[src/rtl/ppu_bg_row_fetch.sv]
// Multi-layer background row fetcher: per tile reads a map entry then a pattern row over a
// fixed-latency VRAM port and streams eight pixels (with H/V flip and palette) to the row buffer.
module ppu_bg_row_fetch #(
  parameter int unsigned NUM_LAYERS   = 2,
  parameter int unsigned ROW_PIXELS   = 320,
  parameter int unsigned VRAM_LATENCY = 2,
  parameter logic [15:0] PAT_BASE     = 16'h8000,
  localparam int unsigned LayerW      = (NUM_LAYERS > 1) ? $clog2(NUM_LAYERS) : 1
) (
  input  logic                     clk,
  input  logic                     rst_n,
  input  logic                     start_i,
  input  logic [7:0]               row_i,
  input  logic [32*NUM_LAYERS-1:0] scroll_i,
  output logic                     busy_o,
  output logic                     done_o,
  output logic                     vram_rd_en_o,
  output logic [15:0]              vram_addr_o,
  input  logic [31:0]              vram_rddata_i,
  output logic                     pix_we_o,
  output logic [LayerW-1:0]        pix_layer_o,
  output logic [8:0]               pix_x_o,
  output logic [3:0]               pix_idx_o,
  output logic [3:0]               pix_pal_o
);

  localparam int unsigned Tiles = ROW_PIXELS / 8 + 1;
  localparam int unsigned WaitW = (VRAM_LATENCY > 1) ? $clog2(VRAM_LATENCY) : 1;
  localparam logic [WaitW-1:0]  WaitLast  = WaitW'(VRAM_LATENCY - 1);
  localparam logic [6:0]        ColLast   = 7'(Tiles - 1);
  localparam logic [LayerW-1:0] LayerLast = LayerW'(NUM_LAYERS - 1);
  localparam logic [9:0]        RowPix    = 10'(ROW_PIXELS);

  typedef enum logic [2:0] {
    StIdle,
    StMapRd,
    StMapWait,
    StPatRd,
    StPatWait,
    StEmit,
    StFin
  } state_e;

  state_e              state_q;
  logic [7:0]          row_q;
  logic [8:0]          sx_q [NUM_LAYERS];
  logic [8:0]          sy_q [NUM_LAYERS];
  logic [LayerW-1:0]   layer_q;
  logic [6:0]          col_q;
  logic [WaitW-1:0]    wait_q;
  logic [2:0]          emit_q;
  logic                hflip_q;
  logic [3:0]          pal_q;
  logic [31:0]         pat_q;

  logic                busy_q;
  logic                done_q;
  logic                rd_en_q;
  logic [15:0]         addr_q;
  logic                pix_we_q;
  logic [LayerW-1:0]   pix_layer_q;
  logic [8:0]          pix_x_q;
  logic [3:0]          pix_idx_q;
  logic [3:0]          pix_pal_q;

  logic                unused_scroll;
  assign unused_scroll = ^scroll_i;

  // Map word address: layer selects a 4096-word map, 64x64 tiles, column wraps at 64.
  function automatic logic [15:0] map_addr(input logic [LayerW-1:0] layer,
                                           input logic [7:0]        row,
                                           input logic [8:0]        sx,
                                           input logic [8:0]        sy,
                                           input logic [5:0]        col);
    logic [8:0] y;
    logic [5:0] tx;
    y  = {1'b0, row} + sy;
    tx = sx[8:3] + col;
    return {4'(layer), y[8:3], tx};
  endfunction

  logic [2:0]        cur_fx;
  logic [2:0]        cur_ry;
  logic              last_col;
  logic              last_layer;
  logic [6:0]        nxt_col;
  logic [LayerW-1:0] nxt_layer;
  logic [15:0]       nxt_addr;
  logic [15:0]       start_addr;
  logic [2:0]        ent_ry;
  logic [15:0]       pat_addr;
  logic [2:0]        em_i;
  logic [2:0]        em_nib;
  logic [31:0]       em_pat;
  logic [3:0]        em_idx;
  logic [9:0]        em_xp;
  logic [9:0]        em_fx;
  logic [9:0]        em_xs;
  logic              em_vis;

  always_comb begin
    cur_fx     = sx_q[layer_q][2:0];
    cur_ry     = row_q[2:0] + sy_q[layer_q][2:0];
    last_col   = (col_q == ColLast);
    last_layer = (layer_q == LayerLast);
    nxt_col    = last_col ? 7'd0 : col_q + 7'd1;
    nxt_layer  = (last_col && !last_layer) ? layer_q + LayerW'(1) : layer_q;
    nxt_addr   = map_addr(nxt_layer, row_q, sx_q[nxt_layer], sy_q[nxt_layer], nxt_col[5:0]);
    start_addr = map_addr('0, row_i, scroll_i[8:0], scroll_i[24:16], 6'd0);

    // Vertical flip mirrors the pattern row within the tile: 7-ry == ~ry.
    ent_ry   = vram_rddata_i[11] ? ~cur_ry : cur_ry;
    pat_addr = PAT_BASE + {3'b000, vram_rddata_i[9:0], ent_ry};

    // Pixel i=0 is produced straight from the arriving pattern word.
    em_i   = (state_q == StEmit) ? emit_q + 3'd1 : 3'd0;
    em_pat = (state_q == StEmit) ? pat_q : vram_rddata_i;
    em_nib = hflip_q ? ~em_i : em_i;
    em_idx = em_pat[{em_nib, 2'b00} +: 4];
    em_xp  = {col_q, 3'b000} + {7'd0, em_i};
    em_fx  = {7'd0, cur_fx};
    em_xs  = em_xp - em_fx;
    em_vis = (em_xp >= em_fx) && (em_xs < RowPix);
  end

  always_ff @(posedge clk or negedge rst_n) begin
    if (!rst_n) begin
      state_q     <= StIdle;
      row_q       <= '0;
      for (int l = 0; l < NUM_LAYERS; l++) begin
        sx_q[l] <= '0;
        sy_q[l] <= '0;
      end
      layer_q     <= '0;
      col_q       <= '0;
      wait_q      <= '0;
      emit_q      <= '0;
      hflip_q     <= 1'b0;
      pal_q       <= '0;
      pat_q       <= '0;
      busy_q      <= 1'b0;
      done_q      <= 1'b0;
      rd_en_q     <= 1'b0;
      addr_q      <= '0;
      pix_we_q    <= 1'b0;
      pix_layer_q <= '0;
      pix_x_q     <= '0;
      pix_idx_q   <= '0;
      pix_pal_q   <= '0;
    end else begin
      done_q <= 1'b0;
      if (start_i) begin
        // A new start always wins, abandoning any row in flight without a done.
        row_q <= row_i;
        for (int l = 0; l < NUM_LAYERS; l++) begin
          sx_q[l] <= scroll_i[32*l +: 9];
          sy_q[l] <= scroll_i[32*l+16 +: 9];
        end
        layer_q  <= '0;
        col_q    <= '0;
        wait_q   <= '0;
        emit_q   <= '0;
        busy_q   <= 1'b1;
        rd_en_q  <= 1'b1;
        addr_q   <= start_addr;
        pix_we_q <= 1'b0;
        state_q  <= StMapRd;
      end else begin
        unique case (state_q)
          StIdle: ;
          StMapRd: begin
            rd_en_q <= 1'b0;
            wait_q  <= '0;
            state_q <= StMapWait;
          end
          StMapWait: begin
            if (wait_q == WaitLast) begin
              hflip_q <= vram_rddata_i[10];
              pal_q   <= vram_rddata_i[15:12];
              rd_en_q <= 1'b1;
              addr_q  <= pat_addr;
              state_q <= StPatRd;
            end else begin
              wait_q <= wait_q + WaitW'(1);
            end
          end
          StPatRd: begin
            rd_en_q <= 1'b0;
            wait_q  <= '0;
            state_q <= StPatWait;
          end
          StPatWait: begin
            if (wait_q == WaitLast) begin
              pat_q       <= vram_rddata_i;
              emit_q      <= '0;
              pix_we_q    <= em_vis;
              pix_layer_q <= layer_q;
              pix_x_q     <= em_xs[8:0];
              pix_idx_q   <= em_idx;
              pix_pal_q   <= pal_q;
              state_q     <= StEmit;
            end else begin
              wait_q <= wait_q + WaitW'(1);
            end
          end
          StEmit: begin
            if (emit_q == 3'd7) begin
              pix_we_q <= 1'b0;
              col_q    <= nxt_col;
              layer_q  <= nxt_layer;
              if (last_col && last_layer) begin
                done_q  <= 1'b1;
                state_q <= StFin;
              end else begin
                rd_en_q <= 1'b1;
                addr_q  <= nxt_addr;
                state_q <= StMapRd;
              end
            end else begin
              emit_q      <= emit_q + 3'd1;
              pix_we_q    <= em_vis;
              pix_layer_q <= layer_q;
              pix_x_q     <= em_xs[8:0];
              pix_idx_q   <= em_idx;
              pix_pal_q   <= pal_q;
            end
          end
          StFin: begin
            busy_q  <= 1'b0;
            state_q <= StIdle;
          end
          default: state_q <= StIdle;
        endcase
      end
    end
  end

  assign busy_o       = busy_q;
  assign done_o       = done_q;
  assign vram_rd_en_o = rd_en_q;
  assign vram_addr_o  = addr_q;
  assign pix_we_o     = pix_we_q;
  assign pix_layer_o  = pix_layer_q;
  assign pix_x_o      = pix_x_q;
  assign pix_idx_o    = pix_idx_q;
  assign pix_pal_o    = pix_pal_q;

endmodule

[config.mk]
export PLATFORM = sky130hd
export DESIGN_NAME = ppu_bg_row_fetch
export DESIGN_NICKNAME = d
export VERILOG_FILES = /design/src/rtl/ppu_bg_row_fetch.sv
export SDC_FILE = /design/constraint.sdc
export NUM_CORES = 1
export LEC_CHECK = 0
export ABC_AREA = 1
export BUFFER_PORTS_ARGS = -buffer_cell sky130_fd_sc_hd__buf_4
export CELL_PAD_IN_SITES_DETAIL_PLACEMENT = 1
export CELL_PAD_IN_SITES_GLOBAL_PLACEMENT = 1
export CORE_MARGIN = 2
export CORE_UTILIZATION = 44
export CTS_CLUSTER_DIAMETER = 120
export CTS_CLUSTER_SIZE = 20
export DETAILED_ROUTE_END_ITERATION = 10
export MAX_ROUTING_LAYER = met4
export PLACE_DENSITY_LB_ADDON = 0.1
export SLEW_MARGIN = 15
export SYNTH_ARGS = -nofsm -noshare
export SYNTH_HDL_FRONTEND = slang
export SYNTH_SLANG_ARGS = --single-unit
[constraint.sdc]
create_clock -name clk -period 5.55 [get_ports clk]
set_clock_uncertainty 0.05 [all_clocks]
set_input_delay 0.2775 -clock clk [delete_from_list [all_inputs] [get_ports clk]]
set_output_delay 0.2775 -clock clk [all_outputs]
set_load 0.03 [all_outputs]
# Word-level counts from Yosys, hierarchy flattened
# Index checks and enable logic that the tools add are counted.
dict set report totals {
  ff_bits 134
  out_inout_bits 38
  word_cells 152
  input_bits 107
}
dict set report classes {
  n_reduce_logical 24
  add_sub_neg 11
  muxes 69
  shift 1
  n_bitwise 5
  n_eq_ne 16
  order_cmp 4
}
# cell count
set op_table {}
lappend op_table {{$mux W9} 8}
lappend op_table {{$mux W16} 4}
lappend op_table {{$mux W3} 17}
lappend op_table {{$mux W32} 1}
lappend op_table {{$pmux W16 S2} 1}
lappend op_table {{$shiftx A32 B6 Y4} 1}
lappend op_table {{$mux W7} 4}
lappend op_table {{$mux W1} 21}
lappend op_table {{$add A8 B9 Y9} 2}
lappend op_table {{$pmux W3 S6} 1}
lappend op_table {{$pmux W9 S2} 1}
lappend op_table {{$add A16 B13 Y16 const A} 1}
lappend op_table {{$mux W4} 4}
lappend op_table {{$pmux W4 S2} 2}
lappend op_table {{$reduce_and A4 Y1} 4}
lappend op_table {{$eq A3 B3 Y1 const B} 4}
lappend op_table {{$ne A3 B3 Y1 const B} 4}
lappend op_table {{$add A10 B3 Y10} 1}
lappend op_table {{$ge A10 B3 Y1} 1}
lappend op_table {{$lt A10 B9 Y1 const B} 1}
lappend op_table {{$sub A10 B3 Y10} 1}
lappend op_table {{$reduce_and A3 Y1} 3}
lappend op_table {{$reduce_bool A3 Y1} 3}
lappend op_table {{$reduce_bool A2 Y1} 4}
lappend op_table {{23 further kinds} 36}

# Longest topological paths before layout
# Gate-level depths: netlist of the first run.
dict set report depth {
  ltp_word 12
  mapped_depth 24
  ltp_nobuf 22
}

# Worst setup path after synthesis of the first run
# No wires, ideal clock.
dict set report synth_path {
  kind {register -> register}
  from {register col_q[0]}
  to {register addr_q[4] (netlist: vram_addr_o[4])}
  stages_incl_launch_ff 20
  synth_period_minus_slack_ns 2.927
  required_ns 5.412
  setup_time_ns 0.088
  path_buffers 2
  slack_ns 2.623
  arrival_ns 2.789
  path_cell_list {dfrtp_1 > inv_1 > ha_1 > nand2_1 > inv_1 > nand3_2 > nand2_2 > buf_6 > clkbuf_1 > nand2_1 > o21ai_0 > ha_1 > inv_1 > fa_1 > nor2_1 > o21ai_0 > nand2_1 > xor2_1 > nand2_1 > a41oi_1}
}
dict set report synth_via {
  elab_chain_cells 12
  elab_cells_between_ends 17
  classes_between {2 x add/sub; 2 x eq/ne; 9 x mux; 1 x bitwise; 3 x reduce/logical}
}
# item line
set synth_lines {}
lappend synth_lines {{from (decl)} 49} ;# logic [6:0] col_q;
lappend synth_lines {{from (signal assigned)} 209} ;# col_q <= nxt_col;
lappend synth_lines {{$eq A7 B6 Y1} 104} ;# last_col = (col_q == ColLast);
lappend synth_lines {{$logic_and A1 B1 Y1} 107} ;# nxt_layer = (last_col && !last_layer) ? layer_q + LayerW'(1) : layer_q;
lappend synth_lines {{$mux W1} 107}
lappend synth_lines {{$not A1 Y2 (not written as such)} 108} ;# nxt_addr = map_addr(nxt_layer, row_q, sx_q[nxt_layer], sy_q[nxt_layer], nxt_col[5:0]);
lappend synth_lines {{$mux W9 (not written as such) (3 in a row)} 108}
lappend synth_lines {{$add A6 B6 Y6} 78} ;# tx = sx[8:3] + col;
lappend synth_lines {{$mux W16} 211} ;# if (last_col && last_layer) begin
lappend synth_lines {{$mux W16} 207} ;# if (emit_q == 3'd7) begin
lappend synth_lines {{$pmux W16 S2} 169} ;# unique case (state_q)
lappend synth_lines {{$mux W16} 152} ;# if (start_i) begin
lappend synth_lines {{to (signal assigned)} 165} ;# addr_q <= start_addr;
lappend synth_lines {{to (signal assigned)} 181} ;# addr_q <= pat_addr;
lappend synth_lines {{to (signal assigned)} 216} ;# addr_q <= nxt_addr;
lappend synth_lines {{to (decl)} 59} ;# logic [15:0] addr_q;
# Parallel ways exist; a longest one is shown, timed or not. The select of a mux whose other input is x is not followed.
# A chain may end at the register's enable or synchronous reset.

# Worst setup path after layout of the first run
dict set report layout_path {
  from {register col_q[1]}
  to {register addr_q[10] (netlist: vram_addr_o[10])}
}
dict set report layout_via {
  elab_chain_cells 12
  elab_cells_between_ends 15
  classes_between {1 x add/sub; 2 x eq/ne; 8 x mux; 1 x bitwise; 3 x reduce/logical}
}
# item line
set layout_lines {}
lappend layout_lines {{$eq A7 B6 Y1 *} 104}
lappend layout_lines {{$logic_and A1 B1 Y1} 107}
lappend layout_lines {{$mux W1} 107}
lappend layout_lines {{$not A1 Y2 (not written as such)} 108}
lappend layout_lines {{$mux W9 (not written as such) (3 in a row)} 108}
lappend layout_lines {{$add A8 B9 Y9} 77} ;# y = {1'b0, row} + sy;
lappend layout_lines {{$mux W16} 211}
lappend layout_lines {{$mux W16} 207}
lappend layout_lines {{$pmux W16 S2} 169}
lappend layout_lines {{$mux W16} 152}
# Mark *: on every way between the ends. The rest lies on a longest branch, timed or not. The select of a mux whose other input is x is not followed.

==> results of run 1 <==
-- synth_stat cells (6+ instances only) --
| cell | instances | share of area (%) |
|---|---|---|
| buf_6 | 7 | 1.0 |
| nor2_1 | 59 | 2.9 |
| inv_1 | 116 | 5.7 |
| clkbuf_1 | 16 | 0.79 |
| nand4_1 | 6 | 0.49 |
| inv_2 | 9 | 0.44 |
| o21ai_0 | 134 | 8.8 |
| ha_1 | 28 | 4.6 |
| o211ai_1 | 7 | 0.69 |
| o22ai_1 | 6 | 0.49 |
| dfrtp_1 | 132 | 43 |
| nand2_1 | 317 | 16 |
| xor2_1 | 9 | 1.0 |
| nor2_2 | 6 | 0.49 |
| buf_2 | 15 | 0.98 |
| a31oi_1 | 10 | 0.82 |
| nand3_1 | 38 | 2.5 |
| o21ai_1 | 8 | 0.53 |
| a21oi_1 | 28 | 1.8 |
-- flip-flops by register name (all words and copies together) (netlist names), 3 cells and up --
register / count
state_q: 3
pat_q: 32
sy_q: 18
row_q: 8
col_q: 7
pix_x_o: 9
vram_addr_o: 14
sx_q: 18
pix_idx_o: 4
pal_q: 4
emit_q: 3
pix_pal_o: 4
-- through the flow --
stage	worst slack (ns)	power, mW
2_1_floorplan	2.62	2.08
3_3_place_gp	2.11	2.43
3_5_place_dp	2.09	2.47
4_1_cts	2.00	3.57
5_1_grt	1.66	3.76
6_report	1.99	3.54
-- kinds of logic after synthesis --
logic type / synth area share [%]
adders and majority gates: 5.12
xor gates and xnor gates: 1.74
buffers and inverters: 9.50
other: 0.0492
and+or+nand+nor: 24.5
AOI/OAI and AO/OA: 15.8
DFF: 43.3
-- critical path: cells and delay by family (launching register included) --
| family | cells | cell delay, ns |
|---|---|---|
| adders and majority gates | 2 | 0.76 |
| buffers and inverters | 2 | 0.25 |
| AOI/OAI and AO/OA | 3 | 0.35 |
| DFF | 1 | 0.44 |
| and+or+nand+nor | 9 | 1.57 |
-- repair_timing --
item                      CTS  global route
hold buffers                5             0
gates resized for setup     0             0
setup buffers               0             0
hold endpoints to repair   71             0
-- power groups by stage --
stage	sequential [mW]	clock, mW	combinational [mW]
after floorplan	1.49	0	0.585
after global placement	1.31	0	1.12
after detailed placement	1.32	0	1.15
after CTS	1.31	1.10	1.16
after global routing	1.33	1.15	1.28
final	1.31	1.09	1.15
-- final timing paths --
| check | slack [ns] | to | cells past startpoint |
|---|---|---|---|
| max in group asynchronous | 3.94 | pat_q[1] | 3 |
| min in group asynchronous | 0.47 | sx_q[5] | 2 |
| worst min register to register | 0.42 | sx_q[0] | 2 |
| worst max-delay path | 1.99 | vram_addr_o[10] | 16 |
| worst min-delay path | 0.004 | sx_q[0] | 3 |
| worst max register to register | 1.99 | vram_addr_o[10] | 16 |
-- per-layer routing --
metal | up-vias | GRT usage (%) | wire, µm
li1 | 3455 | - | -
met4 | 0 | 6.08 | 252
met2 | 116 | 41.9 | 10400
met3 | 19 | 3.33 | 560
met5 | - | - | 0
met1 | 3318 | 32.2 | 10100
-- layout make-up --
class / instances / area [µm²]
flip-flops and latches: 132 / 3300
well taps: 225 / 282
multi-input cells: 711 / 3600
clock inverters: 6 / 80.1
clock buffers: 22 / 474
inverters: 125 / 469
repair buffers: 125 / 951
fillers: 2175 / 7960
==> qor.csv, run 1 <==
metric;value;unit
status;finished clean;
Mapped Area;7630;µm²
Max clock buf depth;2;
DP Area;8560;µm²
synth warn;0;
slowest CP cell;nand2_2;
unrepaired setup endpoints after global routing;false;
Die Ht;136;µm
fin. max-slew vios;0;
share of layout cells above drive strength 1;16.3;%
VDD IR max;0.000166;V
via count;6908;
Worst path most repeated cell;nand2_1;
Hold Crit Start;scroll_i[32];
endpoints failing hold;0;
root buffer cell;clkbuf_16;
vias in the first global route;7079;
First-pass DRT Iterations;4;
commonest non-fill, non-tap cells in the layout;317 x nand2_1, 134 x o21ai_0, 132 x dfrtp_1;
crit-path max FO;30;
sw frac;36.0;%
gr usage total;25.0;%
Post-synth ARST share;100;%
Setup crit end kind;register;
Vias/cell;5.13;
Routed WL per cell;15.8;µm
startpoint types;register;
commonest non-fill, non-tap cell in the layout;nand2_1;
antenna-violating nets left;0;
Core Util, Final;53.5;%
Post-Layout Cell Count;1346;
Synth Flop Type;dfrtp_1;
io pins;145;
Combinational Power Share;32.4;%
Clk pwr share;30.6;%
critical path arrival;3.81;ns
Post-synth EDFFs;0;
# setup viols final;0;
synth unique cells;48;
maxcap violations;0;
CTS clk-pin slew, worst paths;0.06;ns
Starting DRT DRC Count;348;
Hold Path Class;in2reg;
CTS tree;built;
fin crit period;3.56;ns
CTS Buf Count;17;
Internal;2.27;mW
die width;136;µm
WL final;21300;µm
pwr dens;387;nW/µm²
Area Overhead vs Synth;20.1;%
post-route cell area;9160;µm²
synthesized flop and latch total;132;
mean post-synth cell area;7.54;µm²
Reg-to-Reg Start;col_q[1];
worst path cell trace;inv_1 -> ha_1 -> nand2_1 -> inv_1 -> nand3_2 -> nand2_2 -> o21ai_0 -> ha_1 -> nand2_1 -> nor2_1 -> nand4_1 -> nand2_1 -> a21boi_1 -> or2_2 -> nand3_1 -> a21oi_1;
CP Data Required Time;5.80;ns
max_slew headroom;39.4;%
maximum achievable frequency;0.281;GHz
die area;18400;µm²
Setup crit start;col_q[1];
Skew-Pair Late Insertion Delay;0.42;ns
first-pass GRT wire length;35100;µm
CP max stage delay;0.49;ns
Port Buf Inserts;114;
critical path class;reg2reg;
Ant. Diodes;0;
routability congestion estimate;0.867;
Leak;4.71;nW
Rows;48;
cells after synthesis;1012;
period utilization;64.2;%
GRT overflow;0;
Psw;1.28;mW
Sequential Power Share;36.9;%
Seq/Total Area, Yosys;43.3;%
setup tns final;0;ns
worst-margin pin slew;0.905;ns
worst hold slack;0.00431;ns
final net count;1249;
DRC Markers;0;
largest net degree at the start of global routing;73;
post-DP HPWL;15600;µm
Clock Sinks;132;
starting density of the core;44.6;%
Cells after DPL;1313;
initial antenna violation count;0;
Core Area;17100;µm²
H-tree depth reported by CTS;4;
Note: power is estimated with default switching activity, not from simulation.
==> run 2, diff against run 1 <==
--- a/config.mk
+++ b/config.mk
@@ -10,7 +10,7 @@
 export CELL_PAD_IN_SITES_DETAIL_PLACEMENT = 1
 export CELL_PAD_IN_SITES_GLOBAL_PLACEMENT = 1
 export CORE_MARGIN = 2
-export CORE_UTILIZATION = 44
+export CORE_UTILIZATION = 41
 export CTS_CLUSTER_DIAMETER = 120
 export CTS_CLUSTER_SIZE = 20
 export DETAILED_ROUTE_END_ITERATION = 10
==> constraint.sdc (replaced) <==
create_clock -name clk -period 3.65 [get_ports clk]
set_clock_uncertainty 0.05 [all_clocks]
set_input_delay 0.1825 -clock clk [delete_from_list [all_inputs] [get_ports clk]]
set_output_delay 0.1825 -clock clk [all_outputs]
set_load 0.03 [all_outputs]
==> run 2 against run 1 <==
Design area increased by 6.1%. Clock power increased by 50%. Count of clock-buffer cells in the layout decreased by 5. Power increased by 53%. Global-route usage decreased by 0.19 points. Sequential power increased by 52%. Die area increased by 7.1%. Critical path type unchanged. Largest cell class unchanged. Largest power group unchanged.
==> qor.csv, run 2 (synthesis gave the netlist of run 1 again) <==
metric;value;unit;change
CTS Buf Count;17;;unchanged
Port Buf Inserts;114;;unchanged
WL met2;10700;µm;+3.1%
VDD IR max;0.000356;V;+110%
Fill cells;2242;;+3.1%
WHS Endpoint;pat_q[18];;
Rows;49;;+2.1%
Post-Layout Cell Count;1409;;+4.7%
Area Overhead vs Synth;27.5;%;
CTS tree;built;;
Cells after DPL;1321;;+0.61%
Hold Path Stages;3;;unchanged
pwr dens;558;nW/µm²;+44%
initial antenna violation count;0;;unchanged
DP Area;8610;µm²;+0.60%
GRT overflow;0;;unchanged
CTS clk-pin slew, worst paths;0.06;ns;about the same
endpoints failing hold;0;;unchanged
die width;140;µm;+3.5%
Routed WL per cell;16.2;µm;+2.1%
largest net degree at the start of global routing;99;;+36%
multi-input logic area;3600;µm²;unchanged
FF/Latch Area;3300;µm²;unchanged
critical path class;reg2reg;;
Clock Sinks;132;;unchanged
antenna-violating nets left;0;;unchanged
post-route cell area;9720;µm²;+6.1%
WL final;22800;µm;+6.9%
DRC Markers;0;;unchanged
period utilization;86.2;%;+22 points
Clk pwr share;30.0;%;-0.6 points
sw frac;38.6;%;+2.5 points
max_slew headroom;36.6;%;-2.8 points
Skew-Pair Late Insertion Delay;0.43;ns;about the same
routability congestion estimate;0.869;;+0.17%
R2R Path End;vram_addr_o[4];;
worst hold slack;0.0148;ns;+0.0104 ns
final net count;1304;;+4.4%
maximum achievable frequency;0.318;GHz;+13%
maxcap violations;0;;unchanged
worst-margin pin slew;0.950;ns;+0.0454 ns
Hold Crit Start;vram_rddata_i[18];;
Leak;4.93;nW;+4.5%
Internal;3.33;mW;+47%
Max clock buf depth;2;;unchanged
via count;7137;;+3.3%
Setup crit end kind;register;;
max reg flops;32;;unchanged
root buffer cell;clkbuf_16;;
io pins;145;;unchanged
commonest non-fill, non-tap cell in the layout;nand2_1;;
gr usage total;24.8;%;-0.19 points
Psw;2.09;mW;+64%
post-DP HPWL;15800;µm;+1.5%
CP Data Required Time;3.94;ns;-1.86 ns
startpoint types;register;;
fin. max-slew vios;0;;unchanged
Reg-to-Reg Start;col_q[0];;
status;finished clean;;
Top Metal Used;met4;;
Core Util, Final;53.7;%;+0.22 points
fin crit period;3.15;ns;-0.414 ns
biggest regs;pat_q: 32 flops, sx_q: 18 flops, sy_q: 18 flops;;
R2R cell count;17;;+1
vias in the first global route;7369;;+4.1%
share of layout cells above drive strength 1;16.4;%;+0.031 points
Top reg by flops;pat_q;;
die area;19700;µm²;+7.1%
first-pass GRT wire length;37700;µm;+7.2%
# setup viols final;0;;unchanged
H-tree depth reported by CTS;4;;unchanged
critical path arrival;3.44;ns;-0.37 ns
Hold Path Class;in2reg;;
commonest non-fill, non-tap cells in the layout;317 x nand2_1, 134 x o21ai_0, 132 x dfrtp_1;;
Core Area;18100;µm²;+5.7%
final worst setup slack;0.504;ns;-1.49 ns
starting density of the core;42.2;%;-2.4 points
Setup crit start;col_q[0];;
unrepaired setup endpoints after global routing;false;;
Die Ht;140;µm;+3.5%
First-pass DRT Iterations;4;;unchanged
Sequential Power Share;36.7;%;-0.2 points
Vias/cell;5.07;;-1.3%
setup tns final;0;ns;unchanged
metal3 WL;623;µm;+11%
Combinational Power Share;33.3;%;+0.9 points
crit-path max FO;7;;-77%
Starting DRT DRC Count;351;;+0.86%
r2r setup slk;0.50;ns;-1.49 ns
pre-CTS setup slack;0.536;ns;-1.56 ns
Ant. Diodes;0;;unchanged
total power;5.42;mW;+53%
met1 wire length;11000;µm;+9.4%
==> run 2: how the worst max path moves through the flow <==
stage	to	slack, ns	cells past startpoint
2_1_floorplan	vram_addr_o[4]	0.72	19
3_3_place_gp	vram_addr_o[10]	0.61	17
3_5_place_dp	vram_addr_o[4]	0.54	17
4_1_cts	vram_addr_o[4]	0.49	17
5_1_grt	vram_addr_o[5]	0.21	17
6_report	vram_addr_o[4]	0.50	17
==> run 2: power groups by stage <==
stage / registers (mW) / clock network [mW] / logic, mW
after floorplan: 2.27 / 0 / 0.889
after global placement: 2.00 / 0 / 1.73
after detailed placement: 2.01 / 0 / 1.76
after CTS: 1.99 / 1.66 / 1.82
after global routing: 2.03 / 1.72 / 2.01
final: 1.99 / 1.63 / 1.81
==> run 2: area by class of cell <==
class                   instances  share of cell area, %
clock inverters                15                   1.30
well taps                     229                   2.95
inverters                     125                   4.83
flip-flops and latches        132                   34.0
clock buffers                  17                   4.38
repair buffers                180                   15.5
multi-input cells             711                   37.1
==> run 2: timing repair <==
action / CTS / global route
gates resized for setup: 0 / 0
endpoints found under the hold margin: 153 / 0
buffers inserted: 0 / 0
hold buffers: 56 / 0
==> run 2: metal layers <==
| layer | vias up | global-route usage [%] |
|---|---|---|
| met3 | 30 | 3.62 |
| met1 | 3407 | 32.6 |
| li1 | 3561 | - |
| met5 | - | - |
| met2 | 139 | 39.7 |
| met4 | 0 | 7.71 |
==> run 2: critical path, stage by stage, from the launching register on <==
cell	delay, ns
dfrtp_1	0.50
inv_1	0.13
ha_1	0.28
nand2_1	0.08
inv_1	0.05
nand3_2	0.09
buf_4	0.15
inv_1	0.07
nor2_1	0.22
ha_1	0.22
inv_1	0.06
fa_1	0.38
nor2_1	0.20
o21ai_0	0.11
nand2_1	0.08
xor2_1	0.15
nand2_1	0.07
a41oi_1	0.17
